`config.mk`:
```
export PLATFORM = sky130hd
export DESIGN_NAME = kpscan_flat
export DESIGN_NICKNAME = d
export VERILOG_FILES = /design/src/rtl/kpscan_if.sv /design/src/rtl/kpscan.sv /design/src/flat_wrapper.sv
export SDC_FILE = /design/constraint.sdc
export NUM_CORES = 1
export LEC_CHECK = 0
export BUFFER_PORTS_ARGS = -buffer_cell sky130_fd_sc_hd__buf_2
export CAP_MARGIN = 20
export CORE_ASPECT_RATIO = 1.5
export CORE_MARGIN = 4
export CORE_UTILIZATION = 38
export CTS_BUF_LIST = sky130_fd_sc_hd__clkbuf_16
export DETAILED_ROUTE_END_ITERATION = 8
export PLACE_DENSITY = 0.62
export SLEW_MARGIN = 10
export SYNTH_ARGS = -nofsm -noshare
export SYNTH_HDL_FRONTEND = slang
export SYNTH_SLANG_ARGS = --single-unit
```
`constraint.sdc`:
```
create_clock -name i_clk -period 4.48 [get_ports i_clk]
set_clock_uncertainty 0.2 [all_clocks]
set_input_delay 0.896 -clock i_clk [delete_from_list [all_inputs] [get_ports i_clk]]
set_output_delay 0.896 -clock i_clk [all_outputs]
set_load 0.03 [all_outputs]
```
`src/rtl/kpscan_if.sv`:
```
// Wishbone slave bus bundle for the keypad scanner.
// No logic of its own; pure wiring between bus master and kpscan.
// No backpressure: every strobe is acknowledged on the next clock.
interface kpscan_if;
  logic        i_wb_cyc;
  logic        i_wb_stb;
  logic        i_wb_we;
  logic        i_wb_addr;
  logic [31:0] i_wb_data;
  logic        o_wb_ack;
  logic [31:0] o_wb_data;

  modport master (
    output i_wb_cyc, i_wb_stb, i_wb_we, i_wb_addr, i_wb_data,
    input  o_wb_ack, o_wb_data
  );

  modport slave (
    input  i_wb_cyc, i_wb_stb, i_wb_we, i_wb_addr, i_wb_data,
    output o_wb_ack, o_wb_data
  );
endinterface

```
`src/rtl/kpscan.sv`:
```
// 4x4 keypad scanner: column strobe, row sync, scan debounce, event FIFO.
// Bus latency: ack and read data one clock after strobe; scan period 4*(SETTLE_CYCLES+1).
// No bus stalls; event pushed into a full FIFO is dropped and flags overflow.
module kpscan #(
  parameter int SETTLE_CYCLES  = 800,
  parameter int DEBOUNCE_SCANS = 4,
  parameter int LGFIFO         = 2
) (
  input  logic       i_clk,
  input  logic       i_reset_n,
  kpscan_if.slave    wb,
  output logic [3:0] o_kp_col,
  input  logic [3:0] i_kp_row,
  output logic       o_kp_int
);

  localparam int DEPTH = 1 << LGFIFO;
  localparam int SW    = (SETTLE_CYCLES > 1) ? $clog2(SETTLE_CYCLES) : 1;
  localparam int DW    = $clog2(DEBOUNCE_SCANS + 1);

  localparam logic [SW-1:0]   SETTLE_LAST = SW'(SETTLE_CYCLES - 1);
  localparam logic [DW-1:0]   DB_MAX      = DW'(DEBOUNCE_SCANS);
  localparam logic [LGFIFO:0] FULL_CNT    = {1'b1, {LGFIFO{1'b0}}};

  typedef enum logic [1:0] {
    SETTLE = 2'd0,
    SAMPLE = 2'd1,
    EMIT   = 2'd2
  } state_t;

  state_t            state_q, state_d;
  logic [3:0]        row_s1_q, row_s1_d;
  logic [3:0]        row_s2_q, row_s2_d;
  logic [1:0]        col_q, col_d;
  logic [SW-1:0]     set_cnt_q, set_cnt_d;
  logic [DW-1:0]     db_cnt_q, db_cnt_d;
  logic [3:0]        emit_k_q, emit_k_d;
  logic [15:0]       raw_q, raw_d;
  logic [15:0]       prev_q, prev_d;
  logic [15:0]       stable_q, stable_d;
  logic [15:0]       rep_q, rep_d;
  logic              en_q, en_d;
  logic              ovf_q, ovf_d;
  logic [4:0]        mem_q [DEPTH];
  logic [4:0]        mem_d [DEPTH];
  logic [LGFIFO-1:0] wr_ptr_q, wr_ptr_d;
  logic [LGFIFO-1:0] rd_ptr_q, rd_ptr_d;
  logic [LGFIFO:0]   fcnt_q, fcnt_d;
  logic              ack_q, ack_d;
  logic [31:0]       rdat_q, rdat_d;
  logic              int_q, int_d;

  logic              push;
  logic [4:0]        push_dat;
  logic [15:0]       raw_new;
  logic [DW-1:0]     db_new;
  logic              bus_stb;
  logic              pop;
  logic              do_push;
  logic              fifo_full;
  logic              fifo_vld;
  logic              unused_ok;

  assign unused_ok = ^wb.i_wb_data[29:0];

  // Column drive follows the scan column; released while disabled or emitting.
  assign o_kp_col      = (en_q && (state_q != EMIT)) ? ~(4'b0001 << col_q) : 4'hf;
  assign o_kp_int      = int_q;
  assign wb.o_wb_ack   = ack_q;
  assign wb.o_wb_data  = rdat_q;

  // Row synchronizer, scan FSM, debounce and event generation.
  always_comb begin
    row_s1_d  = i_kp_row;
    row_s2_d  = row_s1_q;
    state_d   = state_q;
    col_d     = col_q;
    set_cnt_d = set_cnt_q;
    db_cnt_d  = db_cnt_q;
    emit_k_d  = emit_k_q;
    raw_d     = raw_q;
    prev_d    = prev_q;
    stable_d  = stable_q;
    rep_d     = rep_q;
    push      = 1'b0;
    push_dat  = 5'h0;
    raw_new   = raw_q;
    db_new    = db_cnt_q;

    if (!en_q) begin
      state_d   = SETTLE;
      col_d     = 2'd0;
      set_cnt_d = '0;
      db_cnt_d  = '0;
      emit_k_d  = 4'd0;
    end else begin
      case (state_q)
        SETTLE: begin
          if (set_cnt_q == SETTLE_LAST) begin
            set_cnt_d = '0;
            state_d   = SAMPLE;
          end else begin
            set_cnt_d = set_cnt_q + 1'b1;
          end
        end
        SAMPLE: begin
          raw_new[{col_q, 2'b00} +: 4] = ~row_s2_q;
          raw_d   = raw_new;
          col_d   = col_q + 2'd1;
          state_d = SETTLE;
          if (col_q == 2'd3) begin
            // Full snapshot captured: debounce against the previous one.
            prev_d = raw_new;
            if (raw_new == prev_q) begin
              db_new = (db_cnt_q == DB_MAX) ? DB_MAX : db_cnt_q + 1'b1;
            end else begin
              db_new = DW'(1);
            end
            db_cnt_d = db_new;
            if (db_new == DB_MAX) begin
              stable_d = raw_new;
              if (raw_new != rep_q) begin
                state_d  = EMIT;
                emit_k_d = 4'd0;
              end
            end
          end
        end
        EMIT: begin
          // Walk keys in ascending order; reported map tracks even dropped events.
          if (stable_q[emit_k_q] != rep_q[emit_k_q]) begin
            push              = 1'b1;
            push_dat          = {stable_q[emit_k_q], emit_k_q};
            rep_d[emit_k_q]   = stable_q[emit_k_q];
          end
          if (emit_k_q == 4'd15) begin
            emit_k_d = 4'd0;
            state_d  = SETTLE;
          end else begin
            emit_k_d = emit_k_q + 4'd1;
          end
        end
        default: state_d = SETTLE;
      endcase
    end
  end

  // Wishbone register access, event FIFO and interrupt.
  always_comb begin
    en_d      = en_q;
    ovf_d     = ovf_q;
    mem_d     = mem_q;
    wr_ptr_d  = wr_ptr_q;
    rd_ptr_d  = rd_ptr_q;
    fcnt_d    = fcnt_q;
    rdat_d    = rdat_q;
    bus_stb   = wb.i_wb_cyc & wb.i_wb_stb;
    ack_d     = bus_stb;
    fifo_vld  = (fcnt_q != '0);
    fifo_full = (fcnt_q == FULL_CNT);
    pop       = bus_stb & ~wb.i_wb_we & wb.i_wb_addr & fifo_vld;
    do_push   = push & (~fifo_full | pop);
    int_d     = en_q & fifo_vld;

    if (bus_stb) begin
      if (wb.i_wb_addr) begin
        rdat_d = {23'h0, fifo_vld, 3'h0, fifo_vld ? mem_q[rd_ptr_q] : 5'h0};
      end else begin
        rdat_d = {ovf_q, en_q, 10'h0, 4'(fcnt_q), stable_q};
      end
      if (wb.i_wb_we && !wb.i_wb_addr) begin
        en_d = wb.i_wb_data[30];
        if (wb.i_wb_data[31]) begin
          ovf_d = 1'b0;
        end
      end
    end

    // A lost event outranks a same-clock overflow clear.
    if (push && !do_push) begin
      ovf_d = 1'b1;
    end

    if (do_push) begin
      mem_d[wr_ptr_q] = push_dat;
      wr_ptr_d        = wr_ptr_q + 1'b1;
    end
    if (pop) begin
      rd_ptr_d = rd_ptr_q + 1'b1;
    end
    case ({do_push, pop})
      2'b10:   fcnt_d = fcnt_q + 1'b1;
      2'b01:   fcnt_d = fcnt_q - 1'b1;
      default: fcnt_d = fcnt_q;
    endcase
  end

  // State registers with synchronous active-low reset.
  always_ff @(posedge i_clk) begin
    if (!i_reset_n) begin
      row_s1_q  <= 4'hf;
      row_s2_q  <= 4'hf;
      state_q   <= SETTLE;
      col_q     <= 2'd0;
      set_cnt_q <= '0;
      db_cnt_q  <= '0;
      emit_k_q  <= 4'd0;
      raw_q     <= 16'h0;
      prev_q    <= 16'h0;
      stable_q  <= 16'h0;
      rep_q     <= 16'h0;
      en_q      <= 1'b0;
      ovf_q     <= 1'b0;
      mem_q     <= '{default: 5'h0};
      wr_ptr_q  <= '0;
      rd_ptr_q  <= '0;
      fcnt_q    <= '0;
      ack_q     <= 1'b0;
      rdat_q    <= 32'h0;
      int_q     <= 1'b0;
    end else begin
      row_s1_q  <= row_s1_d;
      row_s2_q  <= row_s2_d;
      state_q   <= state_d;
      col_q     <= col_d;
      set_cnt_q <= set_cnt_d;
      db_cnt_q  <= db_cnt_d;
      emit_k_q  <= emit_k_d;
      raw_q     <= raw_d;
      prev_q    <= prev_d;
      stable_q  <= stable_d;
      rep_q     <= rep_d;
      en_q      <= en_d;
      ovf_q     <= ovf_d;
      mem_q     <= mem_d;
      wr_ptr_q  <= wr_ptr_d;
      rd_ptr_q  <= rd_ptr_d;
      fcnt_q    <= fcnt_d;
      ack_q     <= ack_d;
      rdat_q    <= rdat_d;
      int_q     <= int_d;
    end
  end

endmodule

```
`src/flat_wrapper.sv`:
```
// flat-port wrapper written by rule: the top's interface ports become plain ports
module kpscan_flat 
#(
  parameter int SETTLE_CYCLES  = 800,
  parameter int DEBOUNCE_SCANS = 4,
  parameter int LGFIFO         = 2
)
  (i_clk, i_reset_n, o_kp_col, i_kp_row, o_kp_int, wb_i_wb_cyc, wb_i_wb_stb, wb_i_wb_we, wb_i_wb_addr, wb_i_wb_data, wb_o_wb_ack, wb_o_wb_data);
  kpscan_if wb_i ();
  input  logic i_clk;
  input  logic i_reset_n;
  output logic [3:0] o_kp_col;
  input  logic [3:0] i_kp_row;
  output logic o_kp_int;
  input wire logic [$bits(wb_i.i_wb_cyc)-1:0] wb_i_wb_cyc;
  input wire logic [$bits(wb_i.i_wb_stb)-1:0] wb_i_wb_stb;
  input wire logic [$bits(wb_i.i_wb_we)-1:0] wb_i_wb_we;
  input wire logic [$bits(wb_i.i_wb_addr)-1:0] wb_i_wb_addr;
  input wire logic [$bits(wb_i.i_wb_data)-1:0] wb_i_wb_data;
  output wire logic [$bits(wb_i.o_wb_ack)-1:0] wb_o_wb_ack;
  output wire logic [$bits(wb_i.o_wb_data)-1:0] wb_o_wb_data;
  assign wb_i.i_wb_cyc = wb_i_wb_cyc;
  assign wb_i.i_wb_stb = wb_i_wb_stb;
  assign wb_i.i_wb_we = wb_i_wb_we;
  assign wb_i.i_wb_addr = wb_i_wb_addr;
  assign wb_i.i_wb_data = wb_i_wb_data;
  assign wb_o_wb_ack = wb_i.o_wb_ack;
  assign wb_o_wb_data = wb_i.o_wb_data;
  kpscan #(.SETTLE_CYCLES(SETTLE_CYCLES), .DEBOUNCE_SCANS(DEBOUNCE_SCANS), .LGFIFO(LGFIFO)) u_core (.i_clk(i_clk), .i_reset_n(i_reset_n), .wb(wb_i), .o_kp_col(o_kp_col), .i_kp_row(i_kp_row), .o_kp_int(o_kp_int));
endmodule
```
# [Word level (Yosys, flattened, before mapping)]
# Index checks and enable logic that the tools add are counted.
[totals] reg_bits=156 wordCells=141
[classes] add_sub_neg=9 n_lt_le_gt_ge=5 n_eq_ne=19 shift=3 n_mux=45 n_bitwise=13 n_reduce_logical=24
[op_table] cell="$mux 5" n=7
[op_table] cell="$bwmux 16" n=2
[op_table] cell="$mux 32" n=1
[op_table] cell="$bwmux 20" n=1
[op_table] cell="$mux 4" n=5
[op_table] cell="$eq 16x16->1" n=1
[op_table] cell="$ne 16x16->1" n=1
[op_table] cell="$shift 4x6->16 const A" n=1
[op_table] cell="$shiftx 4x6->16" n=1
[op_table] cell="$mux 3" n=5
[op_table] cell="$add 10x1->10 const B" n=1
[op_table] cell="$bmux 5 s2" n=1
[op_table] cell="$demux 5 s2" n=1
[op_table] cell="$eq 10x10->1 const B" n=1
[op_table] cell="$mux 1" n=10
[op_table] cell="$mux 10" n=1
[op_table] cell="$mux 2" n=5
[op_table] cell="$ne 2x1->1 const B" n=5
[op_table] cell="$reduce_and 2->1" n=5
[op_table] cell="$reduce_bool 2->1" n=5
[op_table] cell="$eq 3x3->1 const B" n=3
[op_table] cell="$reduce_and 3->1" n=3
[op_table] cell="$bmux 1 s4" n=2
[op_table] cell="$not 4->4" n=2
[op_table] cell="28 further kinds" n=48

# [Depth between registers and ports, before layout]
[logic_depth] ltp_word=12 depth_mapped=17

# [Least setup slack after synthesis]
# OpenSTA, ideal clock, no wires.
[synth_timing] path_type="register -> register" from="reg u_core.emit_k_q[0]" to="reg u_core.fcnt_q[2]" t_arrival_ps=4185 t_required_ps=4204 path_slack_ps=20 stages_incl_launch_ff=18 n_path_buf=4 period_less_slack_ps=4460 path_cell_list="dfxtp_1 -> clkbuf_1 -> clkbuf_1 -> mux4_2 -> mux4_2 -> inv_1 -> ha_1 -> nor3b_1 -> and2_1 -> buf_2 -> buf_2 -> inv_1 -> ha_1 -> inv_1 -> fa_1 -> xor2_1 -> or3_1 -> a21boi_0"
[synth_between] elab_chain_len=9 elab_cells_between_ends=13 classes_between="eq/ne (3); mux (8); bitwise (1); reduce/logical (1)"
[synth_rtl] item="from (decl)" line_no="kpscan.sv:37" text="logic [3:0] emit_k_q, emit_k_d;"
[synth_rtl] item="from (signal assigned)" line_no="kpscan.sv:228" text="emit_k_q <= emit_k_d;"
[synth_rtl] item="$bmux 1 s4" line_no="kpscan.sv:131" text="if (stable_q[emit_k_q] != rep_q[emit_k_q]) begin"
[synth_rtl] item="$mux 1 (implied by the code)" line_no="kpscan.sv:131"
[synth_rtl] item="$ne 1x1->1 (*)" line_no="kpscan.sv:131"
[synth_rtl] item="$mux 1 (*)" line_no="kpscan.sv:131"
[synth_rtl] item="$mux 1 (*)" line_no="kpscan.sv:97" text="case (state_q)"
[synth_rtl] item="$mux 1 (*)" line_no="kpscan.sv:90" text="if (!en_q) begin"
[synth_rtl] item="$and 1x1->1 (*)" line_no="kpscan.sv:162" text="do_push = push & (~fifo_full | pop);"
[synth_rtl] item="$eq 2x1->1 or $eq 2x2->1 (tied branches)" line_no="kpscan.sv:191" text="case ({do_push, pop})"
[synth_rtl] item="$pmux 3 s2 or $reduce_bool 2->1 (tied branches)"
[synth_rtl] item="to (signal assigned)" line_no="kpscan.sv:238" text="fcnt_q <= fcnt_d;"
[synth_rtl] item="to (decl)" line_no="kpscan.sv:48" text="logic [LGFIFO:0] fcnt_q, fcnt_d;"
# Mark *: on every way between the ends. The rest lies on a longest branch, timed or not. The select of a mux whose other input is x is not followed.
# A chain may end at the register's enable or synchronous reset.

# [Final worst setup path]
# Same ends and word-level chain as after synthesis.

==> impl_metrics.csv <==
group,metric,value,unit
global_routing,grt_antenna_before_repair,0,
place,dp_cells,1048,
cts,ctsResizeCount,0,
cts,cts_setup_buffers,0,
timing,setup_viol,0,
power_and_ir_drop,pwr-share-seq,46.0,%
worst_setup_path,critPathMaxFanout,13,
layout,area_growth,13.3,%
place,gp_congestion,0.848,
layout,most-common-layout-cells,"dfxtp_1, nand2_1, nand3_1",
logic_synthesis,synth_edf_count,0,
worst_setup_path,worstPathRequired,4.64,ns
power_and_ir_drop,p_sw_share,23.7,%
cts,clock_latency,0.43,ns
status,outcome,"complete, no violations",
power_and_ir_drop,p_int,2.16,mW
global_routing,track_usage,16.7,%
worst_setup_path,critical_path_class,"reg -> reg",
worst_setup_path,arrival,4.36,ns
power_and_ir_drop,p_leak,3.34,nW
global_routing,grt_max_degree,58,
hold_path,min_path_type,"reg -> reg",
global_routing,overflow,0,
power_and_ir_drop,power_switching,0.671,mW
cts,clock_path_buffers,2,
timing,tns,0,ns
timing,timing.hold.ws,0.209,ns
layout,layoutNonFillerInstCount,1080,
place,port_buffers,38,
timing,slew_headroom,40.7,%
timing,final-hold-violation-count,0,
drt,drtAntennaViolNets,0,
power_and_ir_drop,p_comb_share,3.1,%
drt,drc_errors,0,
cts,cts_root_buf,"clkbuf_16",
worst_setup_path,path_cells,"mux4_2, mux4_2, ha_1, nor3b_1, and2_1, inv_1, ha_1, inv_1, fa_1, xor2_1, or3_1, a21boi_0",
timing,tightest_slew,0.888,ns
logic_synthesis,yosys_warnings,0,
timing,layout_min_cycle_time,4.20,ns
floorplan,die_w,121,um
drt,wire_per_inst,15.8,um
layout,drive_above_1_share,14.5,%
power_and_ir_drop,p_per_area,341,mW/mm2
logic_synthesis,syn_inst,795,
power_and_ir_drop,peakVddDrop,0.000258,V
timing,fmax,238,MHz
logic_synthesis,synth-main-ff-cell,"dfxtp_1",
drt,drtIter0Drc,306,
logic_synthesis,synth-seq-area-share,39.7,%
layout,final_nets,878,
floorplan,fp-row-count,61,
logic_synthesis,synth_cell_type_count,61,
drt,vias,5584,
global_routing,grt_pass1_wl,28400,um
worst_setup_path,crit_buf_inv,2,
worst_setup_path,startpoint_type,"register",
layout,num_antenna_cells,0,
floorplan,dieHeight,178,um
floorplan,fp.coreArea,0.0188,mm2
logic_synthesis,syn_area,0.00732,mm2
cts,cts_tree,"built",
logic_synthesis,synth_area_per_cell,9.20,um2
layout,final_common_cell,"dfxtp_1",
layout,final_util,44.2,%
timing,rsz0062_at_grt,"no",
worst_setup_path,crit_slowest_cell,"mux4_2",
worst_setup_path,crit_family,"multiplexers",
power_and_ir_drop,clockPowerShare,50.9,%
drt,viasPerCell,5.17,
worst_setup_path,endpoint_kind,"register",
drt,dr.pass1.iters,4,
job,max_cap_violations,0,
cts,clkSinkCount,145,
cts,holdBufCountCts,0,
worst_setup_path,cp_slowest_stage_delay,0.67,ns
timing,fin_crit_sh,93.9,%
logic_synthesis,synth_async_sr_flop_share,0,%
global_routing,grt_pass1_vias,5482,
floorplan,initial_utilization,39.0,%
floorplan,io_pins,80,
cts,htreeDepth,4,
floorplan,dieArea,0.0216,mm2
cts,cts_made_buffers,17,
cts,cts.clk_slew.worst_paths,0.07,ns
timing,slew_violations,0,
logic_synthesis,ys_ff_latch,145,
place,hpwlAfterDp,12400,um
drt,routed_wl,17100,um
[flip-flops by register name, summed over array words and instances (netlist names), 10 cells and up]
| name | count |
|---|---|
| u_core.mem_q | 20 |
| u_core.prev_q | 16 |
| u_core.raw_q | 16 |
| u_core.rep_q | 16 |
| u_core.set_cnt_q | 10 |
| u_core.stable_q | 16 |
| u_core.wb.o_wb_data | 21 |
[power by group through the flow]
stage	Sequential, mW	Clock, mW	Combinational [mW]
6_report	1.30	1.44	0.0877
5_1_grt	1.30	1.54	0.0957
4_1_cts	1.30	1.48	0.0886
3_5_place_dp	1.33	0	0.0885
3_3_place_gp	1.33	0	0.0886
2_1_floorplan	1.33	0	0.0672
[worst register-to-register path, stage by stage (launching register included)]
cell	delay, ns
dfxtp_1	0.66
mux4_2	0.65
mux4_2	0.67
ha_1	0.34
nor3b_1	0.06
and2_1	0.21
inv_1	0.06
ha_1	0.18
inv_1	0.07
fa_1	0.43
xor2_1	0.16
or3_1	0.30
a21boi_0	0.15
[worst paths after layout]
path	start	endpoint	slack (ns)	cells past startpoint
max	u_core.emit_k_q[0]	u_core.fcnt_q[2]	0.28	12
max reg2reg	u_core.emit_k_q[0]	u_core.fcnt_q[2]	0.28	12
min reg2reg	u_core.row_s1_q[0]	u_core.row_s2_q[0]	0.21	1
min	u_core.row_s1_q[0]	u_core.row_s2_q[0]	0.21	1
[layer usage]
metal,global-route usage (%),up-vias,share of wire [%]
met3,3.48,28,3.0
met1,19.4,2656,42
met2,29.3,103,53
met5,0,-,0
li1,-,2797,-
met4,7.66,0,2.5
[per-stage QoR]
step | total power [mW] | setup WS, ns | area (um2)
2_1_floorplan | 1.40 | 0.0197 | 7350
3_3_place_gp | 1.42 | 0.289 | 7680
3_5_place_dp | 1.42 | 0.265 | 7680
4_1_cts | 2.87 | 0.227 | 8280
5_1_grt | 2.93 | 0.0210 | 8290
6_report | 2.83 | 0.275 | 8290
[synth_stat cells (2+ instances only)]
cell      count  share of area, %
nand2_1     126               6.5
nor4_1        5              0.43
nor4b_1       2              0.24
a22oi_1       2              0.21
a31o_2        2              0.24
nand4_1       8              0.68
o221ai_1      5              0.60
nand2b_1     25               2.1
mux2i_1      19               2.6
mux2i_2       2              0.38
buf_4        13               1.3
or3_1         3              0.26
xnor2_1      26               3.1
a21oi_1      13              0.89
inv_1        32               1.6
clkbuf_1     45               2.3
o21ai_0       8              0.55
nor3b_1       6              0.62
buf_2         4              0.27
mux4_2       15               4.6
a22o_1       15               1.8
xor2_1       18               2.2
a31oi_1       7              0.60
and3_1        3              0.26
nor2b_1      22               1.9
a21boi_0     39               4.0
o31ai_1       3              0.31
dfxtp_1     145                40
and4b_1       2              0.27
ha_1         19               3.2
a311oi_1      2              0.24
nor3b_2       2              0.34
nor2_1       21               1.1
and2_1       16               1.4
a21o_1        3              0.31
nor4b_4       2              0.65
a31oi_2       3              0.51
o211a_1      36               4.9
nand3_1      44               3.0
nor3_1       11              0.75
[area by class of cell]
type	instances	area [um2]
well taps	252	315
clock buffers	17	425
multi-input cells	563	4010
inverters	32	120
clock inverters	14	174
repair buffers	57	343
flip-flops and latches	145	2900
fillers	1862	10500
[logic make-up (layout without fill, tap and decap cells)]
logic type                 Yosys count  count (layout)  synth area share (%)
and+or+nand+nor                    304             304                  21.2
AOI/OAI and AO/OA                  148             148                  16.7
DFF                                145             145                  39.7
buffers and inverters               97             120                  6.04
xor gates and xnor gates            44              44                  5.27
muxes                               36              36                  7.59
adders and majority gates           20              20                  3.52
other                                1              11                0.0513
Note: power is estimated with default switching activity, not from simulation.
